$ cat src/rtl/uart_arb_pkg.sv
// rtl/uart_arb_pkg.sv - shared types and helpers for the uart_tx round-robin arbiter
package uart_arb_pkg;

  typedef enum logic [0:0] {ARB_IDLE, ARB_OWN} arb_state_t;

  localparam int ARB_MAX_REQ = 16;
  localparam int ARB_IDX_W   = 4;

  // Assumes a one-hot (or zero) input; zero maps to index 0.
  function automatic logic [ARB_IDX_W-1:0] onehot_to_idx(input logic [ARB_MAX_REQ-1:0] oh);
    logic [ARB_IDX_W-1:0] idx;
    idx = '0;
    for (int i = 0; i < ARB_MAX_REQ; i++) begin
      if (oh[i]) idx = idx | ARB_IDX_W'(i);
    end
    return idx;
  endfunction

endpackage

$ cat src/rtl/rr_picker.sv
// rtl/rr_picker.sv - combinational round-robin winner select starting after ptr
module rr_picker #(
  parameter int NUM_REQ = 4,
  parameter int PTR_W   = 2
) (
  input  logic [NUM_REQ-1:0] req,
  input  logic [PTR_W-1:0]   ptr,
  output logic [NUM_REQ-1:0] win,
  output logic               any
);

  logic             found;
  logic [PTR_W-1:0] idx;

  // Scan ptr+1 .. ptr+NUM_REQ (mod NUM_REQ); the last slot visited is ptr itself.
  always_comb begin
    win   = '0;
    found = 1'b0;
    idx   = '0;
    for (int i = 1; i <= NUM_REQ; i++) begin
      idx = PTR_W'((int'(ptr) + i) % NUM_REQ);
      if (!found && req[idx]) begin
        win[idx] = 1'b1;
        found    = 1'b1;
      end
    end
  end

  assign any = |req;

endmodule

$ cat src/rtl/uart_tx_arbiter.sv
// rtl/uart_tx_arbiter.sv - round-robin share of the uart_tx byte channel
// Optional whole-message grant hold: UART_TX_ARB_PACKET_LOCK_EN
module uart_tx_arbiter
  import uart_arb_pkg::*;
#(
  parameter int NUM_REQ = 4,
  parameter int DATA_W  = 8
) (
  input  logic                      clk,
  input  logic                      rst,
  input  logic [NUM_REQ-1:0]        req_valid,
  input  logic [NUM_REQ*DATA_W-1:0] req_data,
  input  logic [NUM_REQ-1:0]        req_last,
  output logic [NUM_REQ-1:0]        req_ready,
  output logic [DATA_W-1:0]         tx_data,
  output logic                      tx_valid,
  input  logic                      tx_ready,
  output logic [NUM_REQ-1:0]        grant,
  output logic                      busy
);

  localparam int PTR_W = (NUM_REQ > 1) ? $clog2(NUM_REQ) : 1;

  arb_state_t         state_q, state_d;
  logic [NUM_REQ-1:0] grant_q, grant_d;
  logic [PTR_W-1:0]   ptr_q, ptr_d;

  logic [NUM_REQ-1:0] win;
  logic               any_req;
  logic [PTR_W-1:0]   own_idx;
  logic               handshake;
  logic               release_grant;

  rr_picker #(
    .NUM_REQ (NUM_REQ),
    .PTR_W   (PTR_W)
  ) u_picker (
    .req (req_valid),
    .ptr (ptr_q),
    .win (win),
    .any (any_req)
  );

  assign own_idx   = PTR_W'(onehot_to_idx(ARB_MAX_REQ'(grant_q)));
  assign handshake = tx_valid && tx_ready;

`ifdef UART_TX_ARB_PACKET_LOCK_EN
  assign release_grant = handshake && req_last[own_idx];
`else
  logic unused_req_last;
  assign unused_req_last = ^req_last;
  assign release_grant   = handshake;
`endif

  always_ff @(posedge clk or negedge rst) begin
    if (!rst) begin
      state_q <= ARB_IDLE;
      grant_q <= '0;
      ptr_q   <= PTR_W'(NUM_REQ - 1);
    end else begin
      state_q <= state_d;
      grant_q <= grant_d;
      ptr_q   <= ptr_d;
    end
  end

  always_comb begin
    state_d = state_q;
    grant_d = grant_q;
    ptr_d   = ptr_q;
    unique case (state_q)
      ARB_IDLE: begin
        if (any_req) begin
          grant_d = win;
          state_d = ARB_OWN;
        end
      end
      ARB_OWN: begin
        if (release_grant) begin
          ptr_d   = own_idx;
          grant_d = '0;
          state_d = ARB_IDLE;
        end
      end
      default: begin
        state_d = ARB_IDLE;
        grant_d = '0;
      end
    endcase
  end

  // Owner channel is a combinational passthrough; non-owners are never readied.
  always_comb begin
    tx_valid  = 1'b0;
    tx_data   = '0;
    req_ready = '0;
    if (state_q == ARB_OWN) begin
      tx_valid  = req_valid[own_idx];
      tx_data   = req_data[int'(own_idx)*DATA_W +: DATA_W];
      req_ready = grant_q & {NUM_REQ{tx_ready}};
    end
  end

  assign grant = grant_q;
  assign busy  = |grant_q;

endmodule

$ cat config.mk
export PLATFORM = sky130hd
export DESIGN_NAME = uart_tx_arbiter
export DESIGN_NICKNAME = d
export VERILOG_FILES = /design/src/rtl/uart_arb_pkg.sv /design/src/rtl/rr_picker.sv /design/src/rtl/uart_tx_arbiter.sv
export SDC_FILE = /design/constraint.sdc
export NUM_CORES = 1
export LEC_CHECK = 0
export ABC_AREA = 1
export CAP_MARGIN = 20
export CORE_ASPECT_RATIO = 1.4
export CORE_MARGIN = 2
export CORE_UTILIZATION = 42
export CTS_BUF_LIST = sky130_fd_sc_hd__clkbuf_8 sky130_fd_sc_hd__clkbuf_16
export DETAILED_ROUTE_END_ITERATION = 7
export PLACE_DENSITY = 0.86
export SYNTH_ARGS = -nofsm -noshare
export SYNTH_HDL_FRONTEND = slang
export SYNTH_SLANG_ARGS = --single-unit
$ cat constraint.sdc
create_clock -name clk -period 5.85 [get_ports clk]
set_input_delay 1.17 -clock clk [delete_from_list [all_inputs] [get_ports clk]]
set_output_delay 1.17 -clock clk [all_outputs]
set_load 0.05 [all_outputs]
==> impl_results.md, run 1 <==
- Status: completed
- WL/cell: 11.7 um
- Crit path launch type: primary input
- CTS max path bufs: 2
- Initial drt markers: 12
- Most used cell, CP: clkdlybuf4s50_1
- Final setup fails: 0
- VDD IR max: about 350 uV
- Hold Violations, Final: 0
- Pre-CTS setup slack: ~1700 ps
- Gpl congestion: approximately 0.87
- Vias in the first global route: 1287
- Post-cts sizing count: 0
- CP Max Fanout: 4
- Worst Setup End Kind: output pin
- Syn Inst Count: 185
- Synth warn: 0
- Crit share post-route: 0.709
- TritonCTS clock tree: built
- Max-slew violation count: 0
- Core box area: around 2600 um2
- R2R setup slack: roughly 3800 ps
- Total track usage: 0.222
- Final setup margin: ~1700 ps
- Top_reg_cell synth: dfrtp_1
- Rows: 22
- Synthesis-stage register bit count: 7
- Dominant cells by area after synthesis: nand3_1, nand2_1, nor2_1
- Pwr/cell area: 537 nW/um2
- I/O pins: 61
- Clock Sinks: 7
- Worst reg-to-reg path cell count: 11
- Ant diodes: 0
- Ys async rst share: 1.00
- Final antenna-violating net count: 0
- Port-buffer cells: 56
- # H-tree levels: 1
- Die area: a little over 3000 um2
- Initial antenna violation count: 0
- Worst-Skew Late Latency: about 220 ps
- Commonest non-fill, non-tap cells in the layout: clkdlybuf4s50_1, nand2_1, nor2_1
- Avg Synthesized Cell Area: ~6.1 um2
- Required time worst endpoint: ~4700 ps
- Via density: slightly below 5
- RR Startpoint: ptr_q[0]
- Cts hold-fix bufs: 0
- Chip width: approximately 48 um
- Hpwl dp: roughly 2.6 mm
- First-pass GRT wire length: 5.27 mm
- Clk_skew: 2.31 ps
- Slew at the pin closest to its max-slew limit: between 500 and 600 ps
- Final hold slack: 530 ps
- Unique masters post-synth: 22
- Initial Util: 0.433
- RSZ-0062 raised after global routing: false
- Hold endpoint: grant[0]
- Largest net degree at the start of global routing: 22
- Crit path largest cell delay: ~820 ps
- Final WL: roughly 3.2 mm
- Post-CTS Setup Inserts: 0
- Overall die height: roughly 65 um
- Via count: about 1.4k
- Synthesized net count: 236
- Slowest cell on the critical path: clkdlybuf4s50_1
- Max Fclk: around 0.24 GHz
- Clk slew on worst S/H paths: 40 ps
- Area leader, netlist: nand3_1
- Sequential fraction of the synthesis area: 0.159
- CTS Buf Count: 3
- Share of cells above drive strength 1: 0.108
- Cell Chain, Critical Path: clkdlybuf4s50_1, inv_1, o211ai_2, nand2_2, nor2_4, clkdlybuf4s50_1
- DRC viols: 0
- Setup TNS Final: 0 ps
- Arr. time, crit path: around 3000 ps
- Crit path time final: approximately 4100 ps
- Initial DRT Pass Iterations: 5
- Residual overflow from global routing: 0
- Max_slew headroom: 0.619
- Final net count: approximately 290
- Critical Setup Path Class: primary input to output pin
- Hold depth: 2
- Synth Cell Area: between 1000 and 1500 um2
- Hold path start: grant[0]
- Static leakage: 0.000795 uW
- Min-delay worst type: register to register
- Area growth from synthesis to layout: 54.9%
- MaxCap Viol Count: 0
- Most common library cell in the layout ignoring fill and taps: clkdlybuf4s50_1
- Cell chosen for the clock root: clkbuf_8
- Top-area cell type share of the netlist area: 0.134
- Reg2reg end: grant[0]
- EDFF count, synth: 0
-- layout make-up --
class	instances	area (um2)
timing repair buffer	56	561
clock inverter	1	3.75
tap	36	45.0
clock buffer	3	41.3
sequential	7	178
multi-input combinational	153	826
fill	242	853
inverter	20	80.1
-- how the worst max path moves through the flow --
stage                 startpoint         end  slack, ps
global placement    req_valid[1]    tx_valid       1710
detailed placement  req_valid[1]    tx_valid       1700
finish              req_valid[1]    tx_valid       1700
floorplan            req_data[0]  tx_data[0]       2530
global route        req_valid[1]    tx_valid       1610
CTS                 req_valid[1]    tx_valid       1700
-- sequential cells by signal, indices dropped and copies added (netlist names) --
register and flops:
grant 4, ptr_q 2, state_q 1
-- cells in the mapped netlist (2+ instances only) --
library cell / number
nand2_2: 3
inv_1: 15
nand3_1: 30
nand2_4: 4
nor2_1: 36
nor2_4: 3
nand2_1: 37
o21ai_2: 2
buf_2: 2
o21ai_0: 17
inv_2: 3
nand3_4: 2
dfstp_2: 2
a21oi_1: 8
ha_1: 8
inv_4: 2
dfrtp_1: 5
buf_6: 2
-- metal layers --
layer,track usage,part of all wire,vias to the layer above
li1,-,-,709
met5,0,0,-
met4,0.0709,0.012,0
met3,0.0385,0.057,7
met1,0.238,0.41,591
met2,0.410,0.52,43
-- report_power, final --
group / total (uW) / internal (uW) / switching (uW)
sequential: 107 / 69.7 / 37.3
clock: 65.3 / 45.3 / 20.0
combinational: 760 / 253 / 507
-- logic make-up after synthesis --
group / after synthesis / share of synthesized area
adder cells (fa/ha/maj): 8 / 0.0894
buffers and inverters: 25 / 0.104
AND/OR/NAND/NOR: 115 / 0.497
flip-flops: 7 / 0.159
AO/OA/AOI/OAI: 30 / 0.151
-- through the flow --
step,instances,power [uW],cell area [um2],utilization
final,276,932,1730,0.670
after floorplan,185,673,1120,-
after CTS,276,936,1730,0.670
after global placement,272,855,1690,0.653
after global routing,276,1020,1730,0.670
after detailed placement,272,868,1690,0.653
-- worst max-delay path: cells and delay by family --
kind                   cells  cell delay [ps]
AOI/OAI and AO/OA          1              170
buffers and inverters      3             1440
and+or+nand+nor            2              190
Power figures use the tool's default switching activity.
==> run 2, diff against run 1 <==
--- a/config.mk
+++ b/config.mk
@@ -9,10 +9,10 @@
 export CAP_MARGIN = 20
 export CORE_ASPECT_RATIO = 1.4
 export CORE_MARGIN = 2
-export CORE_UTILIZATION = 42
+export CORE_UTILIZATION = 35
 export CTS_BUF_LIST = sky130_fd_sc_hd__clkbuf_8 sky130_fd_sc_hd__clkbuf_16
 export DETAILED_ROUTE_END_ITERATION = 7
-export PLACE_DENSITY = 0.86
+export PLACE_DENSITY = 0.76
 export SYNTH_ARGS = -nofsm -noshare
 export SYNTH_HDL_FRONTEND = slang
 export SYNTH_SLANG_ARGS = --single-unit
==> constraint.sdc (replaced) <==
create_clock -name clk -period 3.67 [get_ports clk]
set_input_delay 0.734 -clock clk [delete_from_list [all_inputs] [get_ports clk]]
set_output_delay 0.734 -clock clk [all_outputs]
set_load 0.05 [all_outputs]
==> run 2 against run 1 <==
Via count down 0.67%. Clock power up 58%. Sequential power up 59%. Critical path depth unchanged. Register-to-register slack worse by 2200 ps. Clock skew about the same. Highest routed layer unchanged. Routed wire length about the same. Power up 59%. Combinational power up 58%. Count of clock-buffer cells in the layout unchanged. First-iteration DRC count rose to 2.8 times the previous value. Sequential share of layout area about the same.
==> impl_results.md, run 2 (synthesis gave the netlist of run 1 again) <==
- Share of cells above drive strength 1: 0.108
- Hpwl dp: 2.61 mm
- Area growth from synthesis to layout: 55.2%
- RSZ-0062 raised after global routing: false
- Clock power frac: 0.070
- Residual overflow from global routing: 0
- Commonest non-fill, non-tap cells in the layout: clkdlybuf4s50_1, nand2_1, nor2_1
- Cts hold-fix bufs: 0
- CTS Buf Count: 3
- Via count: roughly 1.3k
- Setup TNS Final: 0 ps
- Post-CTS Setup Inserts: 0
- # H-tree levels: 1
- Cell chosen for the clock root: clkbuf_8
- RR Startpoint: ptr_q[0]
- Final antenna-violating net count: 0
- Static leakage: about 0.00080 uW
- P_int: between 500 and 600 uW
- Clock Sinks: 7
- Most common library cell in the layout ignoring fill and taps: clkdlybuf4s50_1
- First-pass GRT wire length: roughly 5.4 mm
- P_sw: 891 uW
- Max_slew headroom: 0.645
- Initial Util: 0.362
- Worst reg-to-reg path cell count: 11
- WL/cell: roughly 12 um
- Port-buffer cells: between 50 and 60
- Initial DRT Pass Iterations: 4
- Sequential power share: 0.115
- Post-cts sizing count: 0
- Initial antenna violation count: 0
- Hold depth: 2
- I/O pins: approximately 60
- Overall die height: 70.9 um
- Slew at the pin closest to its max-slew limit: around 530 ps
- Via density: 4.81
- Total track usage: 0.186
- Critical Setup Path Class: register to output pin
- Vias in the first global route: ~1.3k
- Final setup fails: 0
- Rows: 24
- CTS max path bufs: 2
- Pwr/cell area: between 800 and 900 nW/um2
- Min-delay worst type: register to register
- Final WL: 3.24 mm
- Ant diodes: 0
- VDD IR max: 508 uV
- TritonCTS clock tree: built
- Worst Setup End Kind: output pin
- Arr. time, crit path: between 2000 and 3000 ps
- Worst-Skew Late Latency: 230 ps
- Net Sw Frac: 0.603
- Final net count: a little under 300
- Max Fclk: ~0.3 GHz
- Die area: roughly 3700 um2
- FILL cells: between 300 and 400
- Gpl congestion: 0.844
- Max-slew violation count: 0
- Clk_skew: about 2.6 ps
- CP Max Fanout: 21
- DRC viols: 0
- Final setup margin: 318 ps
- Crit path launch type: register
- Setup crit start: grant[1]
- Initial drt markers: 33
- Status: completed
- Core box area: just over 3000 um2
- Crit share post-route: 0.913
- Worst Setup EP: tx_valid
- Reg2reg end: grant[3]
- Pre-CTS setup slack: approximately 400 ps
- Crit path time final: 3350 ps
- R2R setup slack: 1640 ps
- Logic gate share of total power: 0.816
- MaxCap Viol Count: 0
- Required time worst endpoint: 2940 ps
- Chip width: 51.8 um
- Max reg flops: 4
- Clk slew on worst S/H paths: ~40 ps
- Hold Violations, Final: 0
- Largest net degree at the start of global routing: 22
run 2: worst min-delay path by stage:
stage	startpoint	endpoint	slack, ps
6_report	grant[2]	grant[2]	540
5_1_grt	grant[2]	grant[2]	570
4_1_cts	grant[2]	grant[2]	540
3_5_place_dp	grant[2]	grant[2]	530
3_3_place_gp	grant[2]	grant[2]	520
2_1_floorplan	rst	grant[0]	440
run 2: per-layer routing:
metal,track usage,vias to the layer above,share of wire
met1,0.202,586,0.43
met3,0.0190,6,0.031
met4,0.0468,0,0.021
met5,0,-,0
li1,-,710,-
met2,0.365,39,0.52
run 2: final cells by class:
cell class,instances,area (um2),share of cell area
multi-input combinational,153,826,0.475
timing repair buffer,56,561,0.323
sequential,7,178,0.102
inverter,20,80.1,0.0461
tap,39,48.8,0.0281
clock buffer,3,41.3,0.0238
clock inverter,1,3.75,0.00216
run 2: power groups by stage:
stage	logic, uW	clock network (uW)	registers, uW
after global placement	1200	0	171
final	1200	103	170
after CTS	1210	104	170
after floorplan	891	0	181
after global routing	1320	106	177
after detailed placement	1210	0	171
run 2: per-stage QoR:
stage               utilization  instances  hold slack [ps]  total power, uW  instance area, um2
finish                    0.562        279              538             1480                1740
detailed placement        0.547        275              530             1380                1690
global placement          0.547        275              523             1370                1690
global route              0.562        279              573             1600                1740
floorplan                     -        185              438             1070                1120
CTS                       0.562        279              539             1490                1740
run 2: critical path: stages (launching register included):
cell and delay [ps]:
dfrtp_1 530, nor2_4 460, inv_2 190, o21ai_1 190, a21oi_2 60, nor2_4 140
clkdlybuf4s50_1 820
==> run 3, diff against run 2 <==
--- a/config.mk
+++ b/config.mk
@@ -13,6 +13,7 @@
 export CTS_BUF_LIST = sky130_fd_sc_hd__clkbuf_8 sky130_fd_sc_hd__clkbuf_16
 export DETAILED_ROUTE_END_ITERATION = 7
 export PLACE_DENSITY = 0.76
+export SLEW_MARGIN = 20
 export SYNTH_ARGS = -nofsm -noshare
 export SYNTH_HDL_FRONTEND = slang
 export SYNTH_SLANG_ARGS = --single-unit
==> results of run 3 <==
Same layout as run 2: the final DEF is identical, and so are final timing and power.
